## src/rtl/mem_responder_if.sv

```systemverilog
// Unified memory port between the multicycle CPU (master) and the memory responder (slave).
// Signal names follow the CPU datapath: Address/WriteData/MemRead/MemWrite in, ReadData/MemReady/MemError/Busy out.
interface mem_responder_if;
  logic [31:0] Address;
  logic [31:0] WriteData;
  logic        MemRead;
  logic        MemWrite;
  logic [31:0] ReadData;
  logic        MemReady;
  logic        MemError;
  logic        Busy;

  modport master (
    output Address, WriteData, MemRead, MemWrite,
    input  ReadData, MemReady, MemError, Busy
  );

  modport slave (
    input  Address, WriteData, MemRead, MemWrite,
    output ReadData, MemReady, MemError, Busy
  );
endinterface

```

## src/rtl/mem_responder.sv

```systemverilog
// Word-organised RAM behind the CPU memory port: accepts one request, waits WAIT_STATES cycles,
// then completes with a one-cycle MemReady pulse (plus MemError when the request was rejected).
module mem_responder #(
  parameter int ADDR_WIDTH  = 6,
  parameter int WAIT_STATES = 2
) (
  input  logic           clk,
  input  logic           reset,
  mem_responder_if.slave bus
);
  typedef enum logic [1:0] {S_IDLE, S_WAIT, S_RESP} state_t;

  localparam int         DEPTH  = 1 << ADDR_WIDTH;
  localparam logic [3:0] C_WAIT = 4'(WAIT_STATES);

  state_t                r_state;
  state_t                w_state_next;
  logic [3:0]            r_count;
  logic [3:0]            w_count_next;
  logic [ADDR_WIDTH-1:0] r_index;
  logic [31:0]           r_wdata;
  logic                  r_is_write;
  logic                  r_err;
  logic [31:0]           r_read_data;
  logic [31:0]           r_mem [0:DEPTH-1];

  logic                  w_req_any;
  logic                  w_req_both;
  logic                  w_req_bad;
  logic                  w_accept;
  logic [ADDR_WIDTH-1:0] w_index;
  logic                  w_is_write;
  logic                  w_err;
  logic                  w_do_read;

  assign w_req_any  = bus.MemRead | bus.MemWrite;
  assign w_req_both = bus.MemRead & bus.MemWrite;
  assign w_req_bad  = w_req_both
                    | (bus.Address[1:0] != 2'b00)
                    | (bus.Address[31:ADDR_WIDTH+2] != '0);
  assign w_accept   = (r_state == S_IDLE) && w_req_any;

  // With zero wait states the request goes straight to RESP, so the read must use the live bus.
  assign w_index    = (r_state == S_IDLE) ? bus.Address[ADDR_WIDTH+1:2] : r_index;
  assign w_is_write = (r_state == S_IDLE) ? bus.MemWrite : r_is_write;
  assign w_err      = (r_state == S_IDLE) ? w_req_bad : r_err;
  assign w_do_read  = (w_state_next == S_RESP) && !w_is_write && !w_err;

  // State register, request latches and the read-data register.
  always_ff @(posedge clk or negedge reset) begin
    if (!reset) begin
      r_state     <= S_IDLE;
      r_count     <= 4'd0;
      r_index     <= '0;
      r_wdata     <= 32'd0;
      r_is_write  <= 1'b0;
      r_err       <= 1'b0;
      r_read_data <= 32'd0;
    end else begin
      r_state <= w_state_next;
      r_count <= w_count_next;
      if (w_accept) begin
        r_index    <= bus.Address[ADDR_WIDTH+1:2];
        r_wdata    <= bus.WriteData;
        r_is_write <= bus.MemWrite;
        r_err      <= w_req_bad;
      end
      if (w_do_read) begin
        r_read_data <= r_mem[w_index];
      end
    end
  end

  // RAM contents survive reset; a reset during WAIT leaves r_state in IDLE so no write follows.
  always_ff @(posedge clk) begin
    if (r_state == S_RESP && r_is_write && !r_err) begin
      r_mem[r_index] <= r_wdata;
    end
  end

  always_comb begin
    w_state_next = r_state;
    w_count_next = r_count;
    case (r_state)
      S_IDLE: begin
        if (w_req_both) begin
          w_state_next = S_RESP;
          w_count_next = 4'd0;
        end else if (w_req_any) begin
          if (WAIT_STATES == 0) begin
            w_state_next = S_RESP;
            w_count_next = 4'd0;
          end else begin
            w_state_next = S_WAIT;
            w_count_next = C_WAIT;
          end
        end
      end
      S_WAIT: begin
        if (!w_req_any) begin
          w_state_next = S_IDLE;
          w_count_next = 4'd0;
        end else if (r_count <= 4'd1) begin
          w_state_next = S_RESP;
          w_count_next = 4'd0;
        end else begin
          w_count_next = r_count - 4'd1;
        end
      end
      S_RESP: begin
        w_state_next = S_IDLE;
        w_count_next = 4'd0;
      end
      default: begin
        w_state_next = S_IDLE;
        w_count_next = 4'd0;
      end
    endcase
  end

  always_comb begin
    bus.ReadData = r_read_data;
    bus.MemReady = (r_state == S_RESP);
    bus.MemError = (r_state == S_RESP) && r_err;
    bus.Busy     = (r_state != S_IDLE);
  end
endmodule

```

## src/flat_wrapper.sv

```systemverilog
// flat-port wrapper written by rule: the top's interface ports become plain ports
module mem_responder_flat 
#(
  parameter int ADDR_WIDTH  = 6,
  parameter int WAIT_STATES = 2
)
  (clk, reset, bus_Address, bus_WriteData, bus_MemRead, bus_MemWrite, bus_ReadData, bus_MemReady, bus_MemError, bus_Busy);
  mem_responder_if bus_i ();
  input  logic clk;
  input  logic reset;
  input wire logic [$bits(bus_i.Address)-1:0] bus_Address;
  input wire logic [$bits(bus_i.WriteData)-1:0] bus_WriteData;
  input wire logic [$bits(bus_i.MemRead)-1:0] bus_MemRead;
  input wire logic [$bits(bus_i.MemWrite)-1:0] bus_MemWrite;
  output wire logic [$bits(bus_i.ReadData)-1:0] bus_ReadData;
  output wire logic [$bits(bus_i.MemReady)-1:0] bus_MemReady;
  output wire logic [$bits(bus_i.MemError)-1:0] bus_MemError;
  output wire logic [$bits(bus_i.Busy)-1:0] bus_Busy;
  assign bus_i.Address = bus_Address;
  assign bus_i.WriteData = bus_WriteData;
  assign bus_i.MemRead = bus_MemRead;
  assign bus_i.MemWrite = bus_MemWrite;
  assign bus_ReadData = bus_i.ReadData;
  assign bus_MemReady = bus_i.MemReady;
  assign bus_MemError = bus_i.MemError;
  assign bus_Busy = bus_i.Busy;
  mem_responder #(.ADDR_WIDTH(ADDR_WIDTH), .WAIT_STATES(WAIT_STATES)) u_core (.clk(clk), .reset(reset), .bus(bus_i));
endmodule
```

## config.mk

```make
export PLATFORM = sky130hd
export DESIGN_NAME = mem_responder_flat
export DESIGN_NICKNAME = d
export VERILOG_FILES = /design/src/rtl/mem_responder_if.sv /design/src/rtl/mem_responder.sv /design/src/flat_wrapper.sv
export SDC_FILE = /design/constraint.sdc
export NUM_CORES = 2
export LEC_CHECK = 0
export CORE_UTILIZATION = 33
export DETAILED_ROUTE_END_ITERATION = 8
export SYNTH_ARGS = -nofsm -noshare
export SYNTH_HDL_FRONTEND = slang
export SYNTH_SLANG_ARGS = --single-unit
```

## constraint.sdc

```tcl
create_clock -name clk -period 7.9 [get_ports clk]
set_clock_uncertainty 0.2 [all_clocks]
set_input_delay 2.37 -clock clk [delete_from_list [all_inputs] [get_ports clk]]
set_output_delay 2.37 -clock clk [all_outputs]
set_load 0.005 [all_outputs]
```

Word-level counts from Yosys, hierarchy flattened
Memories as Yosys holds them, arrays and structs flattened. A register that Yosys moved wholly into a read port is not among the register bits.
Index checks and enable logic that the tools add are counted.
Operators by class
  add/subtract/negate cells: 1
  order comparisons: 1
  equal/unequal tests: 4
  multiplexer cells: 15
  bitwise operators: 4
  reduce and logical (&&, ||, !) cells: 14
Operators with widths (number)
  24-bit nonzero test: 1
  4-bit two-way mux: 4
  2-bit two-way mux: 4
  4-bit one-hot mux with 2 select lines: 1
  1-bit logical AND: 6
  6-bit two-way mux: 1
  2-bit == test (second input constant): 2
  4-bit by 1-bit <= comparator with 1-bit output (second input constant): 1
  1-bit logical NOT: 4
  1-bit two-way mux: 4
  2-bit one-hot mux with 2 select lines: 1
  2-bit nonzero test: 2
  4-bit by 1-bit subtractor with 4-bit output (second input constant): 1
  3-bit by 1-bit != test with 1-bit output (second input constant): 1
  1-bit OR: 3
  2-bit by 1-bit == test with 1-bit output (second input constant): 1
  2-bit logical NOT: 1
  1-bit AND: 1
Word-level totals
  register bits: 46
  bits in writable memories: 2048
  input bits: 68
  output and inout port bits: 35
  memories: 1
Memories
  u_core.r_mem: depth 64, width 32, read ports 1, clocked after memory_dff 1, write ports 1, RTL line mem_responder.sv:25  | logic [31:0] r_mem [0:DEPTH-1];

Depth between registers and ports, before layout
  depth in word-level cells: 7
  mapped depth: 12
  depth with buffers taken out: 9

Worst setup path after synthesis
Ideal clock, no wire load.
  path kind: input to register
  start point: input port bus_Address[2]
  end point: register u_core.r_read_data[17] (netlist: u_core.bus.ReadData[17]), read port of u_core.r_mem
  library setup time: 0.142 ns
  arrival: 4.043 ns
  data required time: 7.558 ns
  slack: 3.515 ns
  cell stages on the path: 10
  path buffers: 3
  path through: or3b_1 -> clkbuf_1 -> clkbuf_1 -> buf_1 -> nand3_1 -> nand3_1 -> o2111ai_1 -> o2bb2ai_1 -> a2111oi_0 -> a211oi_1
Between the ends
  cells in the longest elaborated chain, start to end: 1
Ends and longest elaborated chain
  from (decl): RTL line flat_wrapper.sv:11  | input wire logic [$bits(bus_i.Address)-1:0] bus_Address;
  6-bit two-way mux: RTL line mem_responder.sv:44  | assign w_index = (r_state == S_IDLE) ? bus.Address[ADDR_WIDTH+1:2] : r_index;
  to (decl): RTL line mem_responder.sv:24  | logic [31:0] r_read_data;
No other way between the ends.
A chain may end at the register's enable or synchronous reset.

Worst setup path after layout
  start point: register u_core.r_state[0]
  end point: output port bus_Busy
Between the ends
  cells in the longest elaborated chain, start to end: 1
Ends and longest elaborated chain
  from (decl): RTL line mem_responder.sv:16  | state_t r_state;
  from (signal assigned): RTL line mem_responder.sv:60  | r_state <= w_state_next;
  2-bit nonzero test: RTL line mem_responder.sv:125  | bus.Busy = (r_state != S_IDLE);
  to (decl): RTL line flat_wrapper.sv:18  | output wire logic [$bits(bus_i.Busy)-1:0] bus_Busy;
No other way between the ends.

==> impl_summary.md <==
Status
The run finished with clean final reports.

Route
The detailed-route wire length is 233000 um. The detailed router placed 50000 vias in this run. The count of routing violations after the opening detailed-route iteration is 5596. The detailed-routing iteration count for the pre-antenna-repair pass is 6. In the routed design, unresolved DRC markers number 0. The routed length per placed instance is 24.8 um.

Using the TritonRoute via totals, the vias-per-cell ratio works out to 5.33. The count of nets left with antenna violations after detail routing is 0.

Synthesis
The number of nets handed over by synthesis was 5879. The most frequent cell after synthesis is edfxtp_1. The cell type contributing the most total cell area after synthesis is edfxtp_1.

In the synthesized netlist, the cells that appear most often are 2048 x edfxtp_1, 1302 x nand2_1, 519 x nand3_1. The number of library cell types mapped by synthesis is 55. The area of the mapped netlist is 83000 um^2. The cell count after synthesis came out at 5809. Counting flops with a built-in enable in the synthesized netlist gives 2048. The share of synthesized area in the top cell type comes to 0.741. Averaged over all synthesized cells, the footprint is 14.3 um^2.

After synthesis the netlist holds a flip-flop and latch count of 2126. By area the synthesized netlist is led by edfxtp_1 74%, nand2_1 5.9%, nand3_1 3.1%. The most used flip-flop cell after synthesis is edfxtp_1. During synthesis, Yosys emitted a total of 0 warnings. Counting flops with an async set or reset pin after synthesis yields a share of 0.0367. The sequential share of the synthesized area is 0.764.

STA
In this run the tightest slew margin relative to its limit is 0.124. Setup violations remaining at the end of the flow were counted as 0. The clock period minus worst slack is 5.73 ns. Of the available clock period, the critical path in the final layout requires 0.726. The final hold violation count is 0. The number of pins exceeding their max-slew limit in the final report is 0. At the pin with the least slew margin, the transition time is 1.31 ns. In the final timing run, aggregate negative setup slack is 0 ns. For this run, the top clock speed supported by timing is 174 MHz. Setup repair after global routing left no endpoint under its margin.

In the post-route analysis, the smallest setup slack over all paths is 2.17 ns.

Die
The die is 504 um wide. The overall die area is 254000 um^2. The core area is 249000 um^2. The number of standard-cell rows in the floorplan is 183. The floorplan step set the die height to 504 um. The initial core utilization is 0.333. During I/O placement, the number of pins put on the boundary was 103.

Place
At the end of routability-driven placement, the weighted congestion stood at 0.790. The cell area after placement is 88600 um^2. The quantity of I/O buffers inserted on ports is 102.

The worst setup timing slack at the placement stage is 1.69 ns. The placed wire-length estimate after detailed placement is 119000 um.

Critical path
The worst setup path is of the reg2out kind. On the worst path, the slowest cell contributes a delay of 0.67 ns. At the worst endpoint, the required time is 5.33 ns. The critical path goes through nor2_4 > inv_2 > clkdlybuf4s50_1. For the worst flop-to-flop path, the logic depth is 9. The most critical setup path has its startpoint at u_core.r_state[0]. The worst setup path is launched from a register. For the worst setup path, the data arrival time is 3.16 ns. The library cell contributing the largest single delay on the critical path is nor2_4. The startpoint identified for the worst register-to-register timing path is u_core.r_state[0]. Across all register-to-register paths, the minimum setup slack is 3.00 ns. The highest net fanout along the worst path is 18. In this run the critical register-to-register path is captured at u_core.bus.ReadData[6]. The kind of capture point of the worst setup path is an output pin.

Power
The part of the total power dissipated in combinational logic is 0.281. Cell internal power was estimated by the tool at 22500 uW. Across the VDD grid, the largest voltage drop is 0.000390 V. The share of total power dissipated in sequential elements is 0.450. The switching part of the total is 0.361. The clock network power share is 0.269.

Dividing total power by cell area gives a power density of 370 nW/um^2. For this design the total switching power over the nets is 12700 uW. The analysis attributes to cell leakage a power of 0.0307 uW. The design draws 35200 uW.

Clock network
The number of levels in the clock H-tree is 4. The clock-pin slew on the worst setup and hold paths is 0.06 ns. The clock net sink count is 2126. The number of buffers inserted by hold repair at cts is 0. The number of setup buffers added after CTS is 0.

The TritonCTS clock tree is built. The number of clock buffers added by TritonCTS is 198. The number of gates resized after CTS was 0. The latest clock arrival within the worst-skew pair is 0.84 ns. In this run the clock root is driven by a clkbuf_16. The number of buffers on the longest clock path is 3.

Layout
The design area is 95000 um^2. From synthesis to final layout, the design area changed by 14.4%. The final net count is 5958. Of the cells placed in the final design, the portion with a size suffix greater than 1 is 0.105. The utilization of the core after routing is 0.381.

Global routing
The via count of the first global-routing pass is 48200. The overflow left after global routing is 0. The maximum number of pins on one net before global-route repair is 153. The number of antenna violations at the first check in global routing is 3. For this run, the total global-route usage over all layers was measured as 0.180. The first-pass GRT wire length is 335000 um.

Job
The number of max-capacitance violations reported is 0.

Min path
The kind of path behind the tightest hold check is reg2reg. The launch point of the worst hold path is u_core.r_wdata[3]. The end of the worst hold path is u_core.r_wdata[3]. Counting instances, the worst hold path has a depth of 1.
worst max-delay path by stage:
stage                                          to  slack, ns
after floorplan           u_core.bus.ReadData[17]       3.52
after global placement    u_core.bus.ReadData[13]       1.68
after detailed placement  u_core.bus.ReadData[13]       1.69
after CTS                                bus_Busy       2.15
after global routing                     bus_Busy       2.08
final                                    bus_Busy       2.17
per-stage QoR:
| step | hold slack (ns) | instances |
|---|---|---|
| floorplan | 0.295 | 5809 |
| global placement | 0.302 | 9018 |
| detailed placement | 0.308 | 9018 |
| CTS | 0.322 | 9378 |
| global route | 0.334 | 9380 |
| finish | 0.319 | 9386 |
critical path, delay by kind of cell (launching register included):
family	cells	cell delay, ns
and+or+nand+nor	1	0.67
buffers and inverters	2	1.02
DFF	1	0.64
routing by layer:
metal  vias to the layer above  GRT usage  share of wire
li1                      22100          -              -
met1                     25600      0.232           0.40
met2                      1937      0.308           0.49
met3                       393     0.0214          0.064
met4                         0     0.0711          0.039
met5                         -          0              0
flip-flops by register name (all words and copies together), names as in the netlist:
name,count
u_core.r_is_write,1
u_core.bus.ReadData,32
u_core.r_mem,2048
u_core.r_index,6
u_core.r_state,2
u_core.r_wdata,32
u_core.r_err,1
u_core.r_count,4
logic make-up after synthesis:
logic type                 Yosys count  synth area share
and+or+nand+nor                   2367             0.126
AOI/OAI and AO/OA                  653            0.0541
adders and majority gates            2          0.000301
buffers and inverters              395            0.0218
muxes                              265            0.0330
DFF                               2126             0.764
xor gates and xnor gates             1          0.000106
cell type report:
class / count / area [um^2]
inverter: 6 / 22.5
tap: 3330 / 4170
timing repair buffer: 268 / 2560
fill: 22900 / 154000
clock buffer: 264 / 5380
clock inverter: 96 / 975
antenna: 8 / 20.0
sequential: 2126 / 63500
multi-input combinational: 3288 / 18400
placed cells by master, fill, tap and decap left out, types with 50 or more instances in the layout:
master              n
mux2_2             70
nand3_1           519
a32oi_1            64
nand4_1           129
buf_4             143
edfxtp_1         2048
nor2_4             66
clkbuf_1           54
a21oi_1            50
and4_1             64
nand2_1          1301
o21ai_0           166
nor3_1             52
clkbuf_16         203
o221ai_1           64
a31oi_1           161
nor2_1            167
mux2i_1           193
clkdlybuf4s50_1   101
power by group through the flow:
stage | combinational (uW) | clock [uW] | sequential, uW
after floorplan | 6350 | 0 | 15300
after global routing | 10600 | 9970 | 15900
after detailed placement | 9820 | 0 | 16000
final | 9880 | 9440 | 15800
after CTS | 9850 | 9560 | 15800
after global placement | 9740 | 0 | 15900
Power figures use the tool's default switching activity.
